$ cat config.mk
export PLATFORM = sky130hd
export DESIGN_NAME = mem_arbiter
export DESIGN_NICKNAME = d
export VERILOG_FILES = /design/src/rtl/mem_arbiter.sv
export SDC_FILE = /design/constraint.sdc
export NUM_CORES = 1
export LEC_CHECK = 0
export CORE_MARGIN = 2
export CORE_UTILIZATION = 37
export CTS_CLUSTER_DIAMETER = 60
export DETAILED_ROUTE_END_ITERATION = 6
export PLACE_DENSITY = 0.87
export SYNTH_ARGS = -nofsm -noshare
export SYNTH_HDL_FRONTEND = slang
export SYNTH_SLANG_ARGS = --single-unit
$ cat constraint.sdc
create_clock -name clk -period 2.2 [get_ports clk]
set_input_delay 0.44 -clock clk [delete_from_list [all_inputs] [get_ports clk]]
set_output_delay 0.44 -clock clk [all_outputs]
set_load 0.02 [all_outputs]
$ cat src/rtl/mem_arbiter.sv
// mem_arbiter
// Arbitrates three memory clients (instruction fetch, load unit, store buffer)
// onto a single-transaction word-wide memory controller. One client is picked
// in IDLE, its request is held stable while BUSY, and the result is returned
// to that client only with a one-cycle ack pulse in RESP.
// Priority is store > load > fetch. A fetch that has lost STARVE_LIMIT
// consecutive grants is forced through. A flush kills a speculative
// fetch/load in flight, suppressing its ack and rdata update.
//
// Ports:
//   clk, rst_n             clock, asynchronous active-low reset
//   flush_i                branch mispredict, kills speculative fetch/load
//   if_req_i/if_addr_i     fetch request/address; if_ack_o/if_rdata_o reply
//   ld_req_i/ld_addr_i     load request/address;  ld_ack_o/ld_rdata_o reply
//   st_req_i/st_addr_i/st_wdata_i   store request; st_ack_o reply
//   ctl_req_o/ctl_we_o/ctl_addr_o/ctl_wdata_o   controller transaction
//   ctl_rdata_i/ctl_done_i completion pulse and read data from controller
//   busy_o                 high while a transaction is outstanding or acking
module mem_arbiter #(
  parameter int unsigned STARVE_LIMIT = 4,
  parameter int unsigned CNT_W        = 3
) (
  input  logic        clk,
  input  logic        rst_n,
  input  logic        flush_i,
  input  logic        if_req_i,
  input  logic [31:0] if_addr_i,
  output logic        if_ack_o,
  output logic [31:0] if_rdata_o,
  input  logic        ld_req_i,
  input  logic [31:0] ld_addr_i,
  output logic        ld_ack_o,
  output logic [31:0] ld_rdata_o,
  input  logic        st_req_i,
  input  logic [31:0] st_addr_i,
  input  logic [31:0] st_wdata_i,
  output logic        st_ack_o,
  output logic        ctl_req_o,
  output logic        ctl_we_o,
  output logic [31:0] ctl_addr_o,
  output logic [31:0] ctl_wdata_o,
  input  logic [31:0] ctl_rdata_i,
  input  logic        ctl_done_i,
  output logic        busy_o
);

  typedef enum logic [1:0] {IDLE, BUSY, RESP} state_e;
  typedef enum logic [1:0] {OWN_NONE, OWN_IF, OWN_LD, OWN_ST} owner_e;

  state_e      state_q, state_d;
  owner_e      owner_q, owner_d;
  logic        kill_q, kill_d;
  logic [CNT_W-1:0] starve_q, starve_d;
  logic        ctl_req_q, ctl_req_d;
  logic        ctl_we_q, ctl_we_d;
  logic [31:0] ctl_addr_q, ctl_addr_d;
  logic [31:0] ctl_wdata_q, ctl_wdata_d;
  logic        if_ack_q, if_ack_d;
  logic        ld_ack_q, ld_ack_d;
  logic        st_ack_q, st_ack_d;
  logic [31:0] if_rdata_q, if_rdata_d;
  logic [31:0] ld_rdata_q, ld_rdata_d;
  logic        starved;

  assign starved = (starve_q == CNT_W'(STARVE_LIMIT));

  // Next-state logic. Acks default low so they only last the RESP cycle.
  always_comb begin
    state_d     = state_q;
    owner_d     = owner_q;
    kill_d      = kill_q;
    starve_d    = starve_q;
    ctl_req_d   = ctl_req_q;
    ctl_we_d    = ctl_we_q;
    ctl_addr_d  = ctl_addr_q;
    ctl_wdata_d = ctl_wdata_q;
    if_ack_d    = 1'b0;
    ld_ack_d    = 1'b0;
    st_ack_d    = 1'b0;
    if_rdata_d  = if_rdata_q;
    ld_rdata_d  = ld_rdata_q;

    unique case (state_q)
      IDLE: begin
        kill_d  = 1'b0;
        owner_d = OWN_NONE;
        // Starvation override beats the fixed priority order.
        if (if_req_i && !flush_i && starved) owner_d = OWN_IF;
        else if (st_req_i)                   owner_d = OWN_ST;
        else if (ld_req_i && !flush_i)       owner_d = OWN_LD;
        else if (if_req_i && !flush_i)       owner_d = OWN_IF;

        if (owner_d != OWN_NONE) begin
          state_d     = BUSY;
          ctl_req_d   = 1'b1;
          ctl_we_d    = (owner_d == OWN_ST);
          ctl_wdata_d = (owner_d == OWN_ST) ? st_wdata_i : 32'h0;
          case (owner_d)
            OWN_IF:  ctl_addr_d = if_addr_i;
            OWN_LD:  ctl_addr_d = ld_addr_i;
            default: ctl_addr_d = st_addr_i;
          endcase
        end

        // Count only grants a waiting fetch lost; any fetch grant or an
        // absent fetch request restarts the count.
        if (!if_req_i || owner_d == OWN_IF) starve_d = '0;
        else if (owner_d != OWN_NONE && !starved) starve_d = starve_q + CNT_W'(1);
      end

      BUSY: begin
        // The controller cannot abort, so a flushed speculative owner just
        // has its result discarded when the transaction completes.
        if (flush_i && owner_q != OWN_ST) kill_d = 1'b1;
        if (ctl_done_i) begin
          ctl_req_d = 1'b0;
          state_d   = RESP;
          case (owner_q)
            OWN_ST: st_ack_d = 1'b1;
            OWN_IF: if (!kill_q && !flush_i) begin
              if_ack_d   = 1'b1;
              if_rdata_d = ctl_rdata_i;
            end
            OWN_LD: if (!kill_q && !flush_i) begin
              ld_ack_d   = 1'b1;
              ld_rdata_d = ctl_rdata_i;
            end
            default: ;
          endcase
        end
      end

      RESP: begin
        state_d = IDLE;
        kill_d  = 1'b0;
      end

      default: state_d = IDLE;
    endcase

    if (flush_i) starve_d = '0;
  end

  // State and output registers, cleared asynchronously.
  always_ff @(posedge clk or negedge rst_n) begin
    if (!rst_n) begin
      state_q     <= IDLE;
      owner_q     <= OWN_NONE;
      kill_q      <= 1'b0;
      starve_q    <= '0;
      ctl_req_q   <= 1'b0;
      ctl_we_q    <= 1'b0;
      ctl_addr_q  <= 32'h0;
      ctl_wdata_q <= 32'h0;
      if_ack_q    <= 1'b0;
      ld_ack_q    <= 1'b0;
      st_ack_q    <= 1'b0;
      if_rdata_q  <= 32'h0;
      ld_rdata_q  <= 32'h0;
    end else begin
      state_q     <= state_d;
      owner_q     <= owner_d;
      kill_q      <= kill_d;
      starve_q    <= starve_d;
      ctl_req_q   <= ctl_req_d;
      ctl_we_q    <= ctl_we_d;
      ctl_addr_q  <= ctl_addr_d;
      ctl_wdata_q <= ctl_wdata_d;
      if_ack_q    <= if_ack_d;
      ld_ack_q    <= ld_ack_d;
      st_ack_q    <= st_ack_d;
      if_rdata_q  <= if_rdata_d;
      ld_rdata_q  <= ld_rdata_d;
    end
  end

  assign if_ack_o    = if_ack_q;
  assign if_rdata_o  = if_rdata_q;
  assign ld_ack_o    = ld_ack_q;
  assign ld_rdata_o  = ld_rdata_q;
  assign st_ack_o    = st_ack_q;
  assign ctl_req_o   = ctl_req_q;
  assign ctl_we_o    = ctl_we_q;
  assign ctl_addr_o  = ctl_addr_q;
  assign ctl_wdata_o = ctl_wdata_q;
  assign busy_o      = (state_q == BUSY) || (state_q == RESP);

endmodule

==> key figures <==
Critical path
  – Worst EP arrival: 2.46 ns
  – Crit path kind: flop to flop
  – Worst Setup End Kind: flop
  – Critical path launch point type: flop
  – Crit-path max FO: 16
  – Worst EP required: 2.54 ns

Drt
  – ANT nets after route: 0
  – Drt total wl: 17.40 mm
  – Drt drc: 0
  – Initial DRC count: 194
  – Wire per inst: 16.19 µm
  – Vias: 5226
  – Pre-antenna DRT Iters: 4
  – Via/cell ratio: 4.861

Power and ir drop
  – Power Density: 1343 mW/mm²
  – Power Total: 13.81 mW
  – LEAKAGE: 4.515 nW
  – Worst VDD drop: 0.6528 mV

Placed design
  – Pre-CTS setup slack: -0.2832 ns
  – Routability cong.: 0.8004
  – HPWL Detailed: 12.80 mm
  – Placed Instance Area: 0.009583 mm²
  – IO Port Bufs: 300

Final layout
  – Fill cells: 1295
  – Fraction of layout cells with a size suffix above 1: 0.1708
  – Final Cell Area: 0.01028 mm²
  – Final nets: 1018
  – Antenna diode count: 0
  – Fin util: 0.6245
  – P&R area growth vs syn: 66.34%

Status
  – Status: complete, no violations

Clocking
  – Setup bufs post-CTS: 0
  – Root buffer cell: clkbuf_16
  – Max Buffers Root-to-Sink: 2
  – Clk pin slew, worst setup/hold paths: 0.06 ns
  – Num CTS Buffers: 17
  – CTS tree: done
  – Clock latency at the later pin of the worst-skew pair: 0.41 ns
  – Sink Count: 141
  – CTS H-tree lvls: 4

Yosys
  – Main synth FF type: dfrtp_1
  – Ys Warns: 0
  – Post-synthesis sequential area ratio: 0.5707
  – Seq cells post-synth: 141
  – Cells after synthesis: 532
  – Post-Syn Area: 0.006182 mm²
  – EDFF count, synth: 0
  – Post-synth net total: 708
  – Syn_area_per_cell: 11.62 µm²
  – Synth async-reset ratio: 1.000
  – Synth cell types: 40

GRT
  – First-pass GRT wire length: 27.32 mm
  – Total GRT Usage: 0.1938
  – Vias in the first global route: 5411
  – Congestion Overflow GR: 0
  – Largest net degree at the start of global routing: 55
  – Initial antenna violation count: 0

STA
  – Skew final: 0.005486 ns
  – Final Hold Viols: 0
  – Setup WS post-layout: 0.07826 ns
  – Final worst path period need: 2.122 ns
  – Setup Viol. Count Final: 0
  – Setup TNS: 0 ns
  – Slew @ Worst Pin: 0.4513 ns
  – Final period utilization: 0.9644
  – Slew Viols, Final: 0
  – F_max: 471.3 MHz
  – Relative slew slack: 0.6991

Floorplan
  – Die H: 133.3 µm
  – # IOs: 301
  – Die Area: 0.01776 mm²
  – Initial Util: 0.3755
  – Core box area: 0.01647 mm²
  – FP Rows: 47
  – Die Width: 133.3 µm

Worst hold path
  – Hold Path Class: flop to flop

Run
  – Max cap viols: 0
[repair_timing]
item,in CTS,in global routing
gates cloned,0,2
hold endpoints to repair,45,0
pin swaps,0,1
endpoints found under the setup margin,2,63
resized for setup,2,12
hold buffers,1,0
[power by group]
part / leakage, nW / internal [mW] / switching (mW) / total [mW]
Clock: 0.277 / 1.60 / 1.20 / 2.80
Sequential: 1.80 / 3.77 / 0.649 / 4.42
Combinational: 2.44 / 3.38 / 3.21 / 6.59
Total: 4.51 / 8.74 / 5.06 / 13.8
[through the flow]
step / std cells / hold slack [ns]
5_1_grt: 1075 / 0.4855
2_1_floorplan: 532 / 0.1444
4_1_cts: 1073 / 0.4800
3_5_place_dp: 1040 / 0.4081
6_report: 1075 / 0.4768
3_3_place_gp: 1040 / 0.4140
[routing by layer]
metal  track usage  up-vias  routed length, µm
li1              -     2507                  -
met1        0.2212     2503               6967
met2        0.3465      199               8910
met3       0.06279       17               1266
met4       0.05792        0                254
met5             0        -                  0
[registers in the layout, summed over array words and instances, names as in the netlist]
name / cells
state_q: 2
ctl_wdata_o: 32
ld_ack_o: 1
ctl_we_o: 1
owner_q: 2
if_ack_o: 1
ctl_req_o: 1
if_rdata_o: 32
st_ack_o: 1
starve_q: 3
ld_rdata_o: 32
kill_q: 1
ctl_addr_o: 32
[final timing paths]
path	from	endpoint	slack [ns]	cells past startpoint
worst max-delay path	starve_q[0]	ctl_addr_o[17]	0.08	10
worst min-delay path	ctl_addr_o[10]	ctl_addr_o[10]	0.48	1
worst max register to register	starve_q[0]	ctl_addr_o[17]	0.08	10
worst min register to register	ctl_addr_o[10]	ctl_addr_o[10]	0.48	1
max in group asynchronous	rst_n	ld_rdata_o[20]	1.08	3
min in group asynchronous	rst_n	ld_rdata_o[3]	0.54	2
[worst max-delay path, stage by stage (launching register included)]
cell and delay, ns:
dfrtp_1 0.40, inv_1 0.09, ha_2 0.22, a21boi_0 0.09, o21ba_2 0.26, inv_1 0.12
ha_4 0.21, buf_12 0.16, a22oi_1 0.09, a211oi_1 0.29, a21o_1 0.12
[area by class of cell]
class                   count  area (µm²)  share of cell area
clock buffers              17       425.4             0.04137
clock inverters            15       157.7             0.01533
inverters                   8       30.03            0.002920
multi-input cells         341        2455              0.2387
flip-flops and latches    141        3528              0.3431
well taps                 220       275.3             0.02677
repair buffers            333        3412              0.3318
[Yosys cell counts (all sizes together), types with 2 or more instances]
| library cell | instances | area share |
|---|---|---|
| nand2 | 71 | 0.044 |
| clkbuf | 24 | 0.015 |
| a21o | 34 | 0.041 |
| mux2 | 66 | 0.12 |
| o31ai | 2 | 0.0024 |
| dfrtp | 141 | 0.57 |
| nand2b | 3 | 0.0030 |
| a211oi | 32 | 0.039 |
| ha | 9 | 0.018 |
| a21oi | 6 | 0.0049 |
| a31oi | 2 | 0.0020 |
| nor2 | 34 | 0.021 |
| a22oi | 32 | 0.039 |
| inv | 8 | 0.0049 |
| buf | 18 | 0.022 |
| o21ai | 34 | 0.028 |
[kinds of logic (layout without fill, tap and decap cells)]
kind of cell,count (synthesis),after routing,share of synthesized area
AOI/OAI and AO/OA,148,148,0.1645
buffers and inverters,50,373,0.04149
DFF,141,141,0.5707
adders and majority gates,9,9,0.01822
muxes,66,66,0.1214
and+or+nand+nor,118,118,0.08359
[placed cells by master (no fill, tap or decap), types with 2 or more instances in the layout]
cell             instances
buf_12                   9
clkbuf_16               19
o21ai_0                 34
clkinvlp_4               3
mux2_1                   2
mux2_4                   2
inv_6                    4
ha_2                     2
buf_4                   18
nand2_1                 70
o31ai_1                  2
a21o_1                  33
inv_1                    7
nand2b_1                 2
clkdlybuf4s50_1        298
a21oi_1                  6
ha_4                     2
a211oi_1                32
clkinv_4                 3
a22oi_2                  3
nor2_1                  34
dfrtp_1                141
buf_6                    4
ha_1                     5
mux2_2                  62
a22oi_1                 29
inv_8                    2
a31oi_1                  2
Power figures use the tool's default switching activity.
